### src/rtl/dm_port_arbiter.sv
// dm_port_arbiter: shares the single data-memory port between the MEM stage (p_) and a debug/loader requester (d_).
// Latency: writes complete in the issue cycle; reads return RD_LAT cycles after issue and block the port until then.
// Backpressure: p_stall holds the pipeline until its access is done; d_ waits for d_gnt, bounded by MAX_WAIT lost arbitrations.
module dm_port_arbiter #(
  parameter int RD_LAT   = 2,
  parameter int MAX_WAIT = 4
) (
  input  logic        clk,
  input  logic        reset,
  input  logic        p_req,
  input  logic        p_we,
  input  logic [31:0] p_addr,
  input  logic [31:0] p_wdata,
  input  logic [3:0]  p_be,
  output logic        p_stall,
  output logic [31:0] p_rdata,
  output logic        p_rvalid,
  input  logic        d_req,
  input  logic        d_we,
  input  logic [31:0] d_addr,
  input  logic [31:0] d_wdata,
  input  logic [3:0]  d_be,
  output logic        d_gnt,
  output logic [31:0] d_rdata,
  output logic        d_rvalid,
  output logic        m_en,
  output logic        m_we,
  output logic [31:0] m_addr,
  output logic [31:0] m_wdata,
  output logic [3:0]  m_be,
  input  logic [31:0] m_rdata
);

  typedef enum logic {IDLE = 1'b0, RD_WAIT = 1'b1} state_t;

  localparam logic [2:0] LAT_INIT = 3'(RD_LAT);
  localparam logic [3:0] WAIT_SAT = 4'(MAX_WAIT);

  state_t     state, state_nxt;
  logic [2:0] lat_cnt, lat_cnt_nxt;
  logic       owner, owner_nxt;      // 0 = pipeline, 1 = debug
  logic [3:0] wait_cnt, wait_cnt_nxt;
  logic       d_win, p_win, ret_cyc, p_done;

  // State register; asserting reset abandons any in-flight read.
  always_ff @(posedge clk or negedge reset) begin
    if (!reset) begin
      state    <= IDLE;
      lat_cnt  <= 3'd0;
      owner    <= 1'b0;
      wait_cnt <= 4'd0;
    end else begin
      state    <= state_nxt;
      lat_cnt  <= lat_cnt_nxt;
      owner    <= owner_nxt;
      wait_cnt <= wait_cnt_nxt;
    end
  end

  // Arbitration, issue muxing, read-return steering and next-state logic.
  // Everything is gated by reset so outputs read as idle while it is held low.
  always_comb begin
    state_nxt    = state;
    lat_cnt_nxt  = lat_cnt;
    owner_nxt    = owner;
    wait_cnt_nxt = wait_cnt;
    d_win        = 1'b0;
    p_win        = 1'b0;
    ret_cyc      = 1'b0;
    p_done       = 1'b0;
    m_en         = 1'b0;
    m_we         = 1'b0;
    m_addr       = 32'd0;
    m_wdata      = 32'd0;
    m_be         = 4'd0;
    d_gnt        = 1'b0;
    p_rdata      = 32'd0;
    p_rvalid     = 1'b0;
    d_rdata      = 32'd0;
    d_rvalid     = 1'b0;

    if (reset && state == IDLE) begin
      // Starved debug requester overrides the pipeline's fixed priority.
      if (d_req && wait_cnt == WAIT_SAT) d_win = 1'b1;
      else if (p_req)                    p_win = 1'b1;
      else if (d_req)                    d_win = 1'b1;

      if (p_win) begin
        m_en    = 1'b1;
        m_we    = p_we;
        m_addr  = p_addr;
        m_wdata = p_wdata;
        m_be    = p_be;
      end else if (d_win) begin
        m_en    = 1'b1;
        m_we    = d_we;
        m_addr  = d_addr;
        m_wdata = d_wdata;
        m_be    = d_be;
        d_gnt   = 1'b1;
      end

      if (d_win) begin
        wait_cnt_nxt = 4'd0;
      end else if (d_req && wait_cnt != WAIT_SAT) begin
        wait_cnt_nxt = wait_cnt + 4'd1;
      end

      // Reads occupy the port until the data returns; writes finish now.
      if (m_en && !m_we) begin
        state_nxt   = RD_WAIT;
        lat_cnt_nxt = LAT_INIT;
        owner_nxt   = d_win;
      end
    end else if (reset && state == RD_WAIT) begin
      lat_cnt_nxt = lat_cnt - 3'd1;
      if (lat_cnt == 3'd1) begin
        ret_cyc   = 1'b1;
        state_nxt = IDLE;
      end
    end

    if (ret_cyc && !owner) begin
      p_rdata  = m_rdata;
      p_rvalid = 1'b1;
    end
    if (ret_cyc && owner) begin
      d_rdata  = m_rdata;
      d_rvalid = 1'b1;
    end

    p_done  = (p_win && p_we) || (ret_cyc && !owner);
    p_stall = p_req && !p_done;
  end

endmodule

### config.mk
export PLATFORM = sky130hd
export DESIGN_NAME = dm_port_arbiter
export DESIGN_NICKNAME = d
export VERILOG_FILES = /design/src/rtl/dm_port_arbiter.sv
export SDC_FILE = /design/constraint.sdc
export NUM_CORES = 1
export LEC_CHECK = 0
export ABC_CLOCK_PERIOD_IN_PS = 1600
export BUFFER_PORTS_ARGS = -buffer_cell sky130_fd_sc_hd__buf_2
export CAP_MARGIN = 20
export CORE_AREA = 5 5 118 120
export DETAILED_ROUTE_END_ITERATION = 12
export DIE_AREA = 0 0 123 125
export SLEW_MARGIN = 20
export SYNTH_ARGS = -nofsm -noshare
export SYNTH_HDL_FRONTEND = slang
export SYNTH_SLANG_ARGS = --single-unit
export TNS_END_PERCENT = 5
### constraint.sdc
create_clock -name clk -period 1.6 [get_ports clk]
set_input_delay 0 -clock clk [delete_from_list [all_inputs] [get_ports clk]]
set_output_delay 0 -clock clk [all_outputs]
set_load 0.03 [all_outputs]
After elaboration in Yosys (flattened, before gate mapping):

Index checks and enable logic that the tools add are counted.

* add/subtract/negate cells: 2
* equal/unequal tests: 4
* multiplexer cells: 43
* bitwise gates (word level): 1
* reductions and logical operators: 20

Operators by type and width (count)
* $mux 32: 8
* $mux 1: 27
* $mux 4: 5
* $logic_and 1x1->1: 9
* $mux 3: 3
* $reduce_and 2->1: 3
* $reduce_bool 2->1: 3
* $add 4x1->4 const B: 1
* $eq 4x3->1 const B: 1
* $ne 4x3->1 const B: 1
* $eq 3x1->1 const B: 1
* $logic_not 1->1: 3
* $reduce_and 3->1: 1
* $sub 3x1->3 const B: 1
* $ne 2x1->1 const B: 1
* $logic_or 1x1->1: 1
* $not 1->1: 1

* flip-flop bits (word level): 9
* output and inout port bits: 138
* logic and storage cells: 74

Longest topological paths before layout:

* depth after elaboration: 11
* depth in mapped cells: 7

Least setup slack after synthesis:

Ideal clock, no wire load.

* path type: reg2out
* start: register wait_cnt[0]
* end: output port p_stall
* arrival time: 1.813 ns
* path slack: -0.213 ns
* cell stages (with the launch flop): 8
* buffers on the path: 2
* path through: dfrtp_1 -> inv_1 -> ha_1 -> and4b_1 -> buf_4 -> buf_2 -> nor3b_1 -> nor3_1

* word-level cells in the longest chain between the ends: 9

RTL lines
* start: declaration: RTL line 42 `logic [3:0] wait_cnt, wait_cnt_nxt;`
* start signal: assignment: RTL line 56 `wait_cnt <= wait_cnt_nxt;`
* $eq 4x3->1: RTL line 84 `if (d_req && wait_cnt == WAIT_SAT) d_win = 1'b1;`
* $logic_and 1x1->1: RTL line 84
* $mux 1: RTL line 84
* $mux 1 (2 in a row): RTL line 82 `if (reset && state == IDLE) begin`
* $logic_and 1x1->1: RTL line 132 `p_done = (p_win && p_we) || (ret_cyc && !owner);`
* $logic_or 1x1->1: RTL line 132
* $logic_not 1->1: RTL line 133 `p_stall = p_req && !p_done;`
* $logic_and 1x1->1: RTL line 133
* end: declaration: RTL line 15 `output logic p_stall,`

No other way between the ends. The select of a mux whose other input is x is not followed.

Worst setup path in the final report:

* start: register wait_cnt[0]
* end: output port m_wdata[7]

* word-level cells in the longest chain between the ends: 7

RTL lines
* $eq 4x3->1 *: RTL line 84
* $logic_and 1x1->1 *: RTL line 84
* $mux 1: RTL line 84
* $mux 1: RTL line 82
* $mux 32: RTL line 94 `end else if (d_win) begin`
* $mux 32 *: RTL line 88 `if (p_win) begin`
* $mux 32 *: RTL line 82
* end: declaration: RTL line 29 `output logic [31:0] m_wdata,`

Every way passes the cells marked *; elsewhere a longest branch is shown, timed or not. The select of a mux whose other input is x is not followed.

==> key figures <==
Clock tree
  • Clk Latency, worst-skew pair: 0.23 ns
  • # clock sinks: 9
  • CTS Buf Count: 3
  • CTS Root Cell: clkbuf_16
  • H-tree lvl count: 1
  • Reg clk slew, reported paths: 0.04 ns
  • CTS tree: yes
  • Max clock buf depth: 2

Floorplanning
  • # IOs: between 300 and 400
  • Row Count: 42
  • DIE WIDTH: 123 um
  • Die area: 15,400 um^2
  • Initial core utilization: 17.5%
  • Die H: 125 um
  • Total core area: 12,900 um^2

Logic synthesis
  • Synthesized cell area: 2260 um^2
  • Post-synthesis simple-gate area fraction: 41.8%
  • YS warnings: 0
  • Syn_area_per_cell: roughly 6.0 um^2
  • Syn Inst Count: 376
  • Seq cells post-synth: 9
  • FFs w/ async S/R, synth: 100%
  • Largest family of logic cells by synthesized area: simple AND/OR/NAND/NOR gates
  • Sequential share of the synthesized area: 9.98%
  • Syn nets: 554
  • Synth Area in Adders: 2.22%
  • Main flop type after synthesis: dfrtp_1
  • Mux cell area share after synthesis: 0.499%
  • Synth cell types: 41
  • XOR/XNOR Fraction of Synth Area: 0.776%
  • EDFF count, synth: 0
  • Compound-Gate Fraction of Synth Area: 34.7%

Global routing
  • Initial antenna violation count: 1
  • GRT Residual Overflow: 0
  • Vias in the first global route: about 4,000
  • GRT Total Usage: 15.8%
  • Largest net degree at the start of global routing: 63
  • First-pass GRT wire length: 20,000 um

STA
  • Slew margin rel.: between 70 and 80%
  • Min Tclk post-route: 1.87 ns
  • Max Freq: 0.534 GHz
  • Tcrit/Tclk final: 117%
  • Post-Route Skew: 0.00239 ns
  • Setup violators final: 130
  • Final hold vios: 0
  • Setup_tns: -15.56 ns
  • Slew @ Worst Pin: 0.420 ns
  • Max Slew Vio Count: 0
  • Unrepaired setup endpoints after global routing: true
  • Final worst slack: -0.272 ns

Route
  • Vias/cell: 4.72
  • DR WL/cell: 16.4 um
  • Top Layer Used: met4
  • Via count: 4,103
  • Total Wirelength: between 10,000 and 15,000 um
  • First-pass DRT Iterations: 6
  • Antenna viol nets, final: 0
  • WL met2: between 7000 and 8000 um
  • Post-Route M1 WL: 5530 um
  • DR iter-0 viols: 170
  • Drt drc: 0
  • Routed met3 length: 1280 um

Cells and area
  • Commonest non-fill, non-tap cells in the layout: buf_2, buf_4, buf_6, nand3_1, and2_1
  • Final Core Density: 41.4%
  • Commonest non-fill, non-tap cell in the layout: buf_2
  • Layout cell share with drive strength beyond 1: 59.0%
  • Final #Nets: 871
  • Area growth syn-to-layout: 136%
  • Finished Layout Cells: 869

Placement
  • Placed Cells: 853
  • # port buffers: 311
  • GP Congestion: roughly 0.96
  • DP HPWL: 10,300 um

Pwr
  • Total power: 4120 uW
  • Leak: 0.00258 uW
  • Maximum vdd ir drop: roughly 0.35 mV
  • PD cells: 772 nW/um^2

Setup path
  • WP data arrival: about 1.9 ns
  • CP startpoint kind: register
  • WP data required: around 1.6 ns
  • Worst setup EP type: primary output
  • CP Class: reg2out
  • Crit Path Max Fanout: 7

Status
  • Violated checks: negative setup slack
  • Status: complete, but fails checks

Job
  • Max-Cap Viols: 0

Hold path
  • Worst min path class: in2reg
-- state kept, by name (all words and copies together) (netlist names) --
register	cells
lat_cnt	3
state	1
owner	1
wait_cnt	4
-- through the flow --
step	setup slack [ns]	area [um^2]	hold WS [ns]
finish	-0.272	5330	0.0926
global route	-0.359	5330	0.108
CTS	-0.252	5010	0.0821
detailed placement	-0.0721	4250	-0.152
global placement	-0.0413	4250	-0.154
floorplan	-0.158	2300	-0.296
-- report_power, final --
part           total [uW]  internal [uW]  switching, uW
Clock                 441            333            108
Combinational        3280           1410           1870
Sequential            397            322           74.9
Total                4120           2070           2050
-- Yosys cell counts, types with 2 or more instances --
cell,n,area share (%)
and2_1,65,18
buf_2,8,1.8
a21oi_1,70,16
nor3b_1,2,0.66
inv_1,7,1.2
nand3_1,70,16
nor2_1,4,0.66
ha_1,4,2.2
nor4_4,2,1.9
dfrtp_1,9,10
nor3_1,2,0.44
clkbuf_1,23,3.8
buf_1,4,0.66
buf_4,3,1.0
o21ai_1,6,1.3
nand3b_1,2,0.66
clkbuf_2,5,1.1
o21ai_0,64,14
nand2_1,4,0.66
-- metal layers --
layer / up-vias / GRT usage, %
met4: 0 / 4.10
li1: 1974 / -
met5: - / 0
met1: 1872 / 19.4
met3: 24 / 2.12
met2: 233 / 28.7
-- path summary, 6_finish.rpt --
check | start | to | slack (ns) | cells after the start
setup / recovery | wait_cnt[0]$_DFFE_PN0P_ | m_wdata[7] | -0.27 | 8
min in group asynchronous | reset | lat_cnt[0]$_DFFE_PN0P_ | 0.29 | 2
setup reg to reg | wait_cnt[0]$_DFFE_PN0P_ | owner$_DFFE_PN0P_ | -0.13 | 7
hold reg to reg | lat_cnt[0]$_DFFE_PN0P_ | lat_cnt[0]$_DFFE_PN0P_ | 0.52 | 1
hold / removal | d_we | owner$_DFFE_PN0P_ | 0.09 | 3
max in group asynchronous | reset | wait_cnt[3]$_DFFE_PN0P_ | 0.93 | 3
-- cells by family (layout without fill, tap and decap cells) --
group                      Yosys count  in the layout
other                                0              1
AOI/OAI and AO/OA                  149            149
adders and majority gates            4              4
muxes                                1              1
and+or+nand+nor                    160            160
buffers and inverters               51            367
DFF                                  9              9
xor gates and xnor gates             2              2
-- repair_timing --
| item | in CTS | in global routing |
|---|---|---|
| pin swaps | 29 | 34 |
| gates cloned | 1 | 4 |
| setup buffers | 4 | 2 |
| gates resized for setup | 200 | 76 |
| setup endpoints to repair | 141 | 144 |
| hold buffers | 1 | 0 |
| endpoints found under the hold margin | 9 | 0 |
-- layout make-up --
type	instances	area [um^2]
repair buffers	356	2740
well taps	176	220
diodes	1	2.50
fillers	1327	7540
multi-input cells	316	2040
inverters	7	26.3
flip-flops and latches	9	225
clock buffers	4	78.8
-- worst max-delay path, stage by stage, from the launching register on --
cell,delay (ns)
dfrtp_1,0.37
inv_1,0.09
ha_4,0.14
and4b_4,0.32
buf_12,0.15
buf_6,0.11
o21ai_0,0.09
a21oi_1,0.18
buf_4,0.20
No activity file was read; power rests on OpenSTA's default activity.
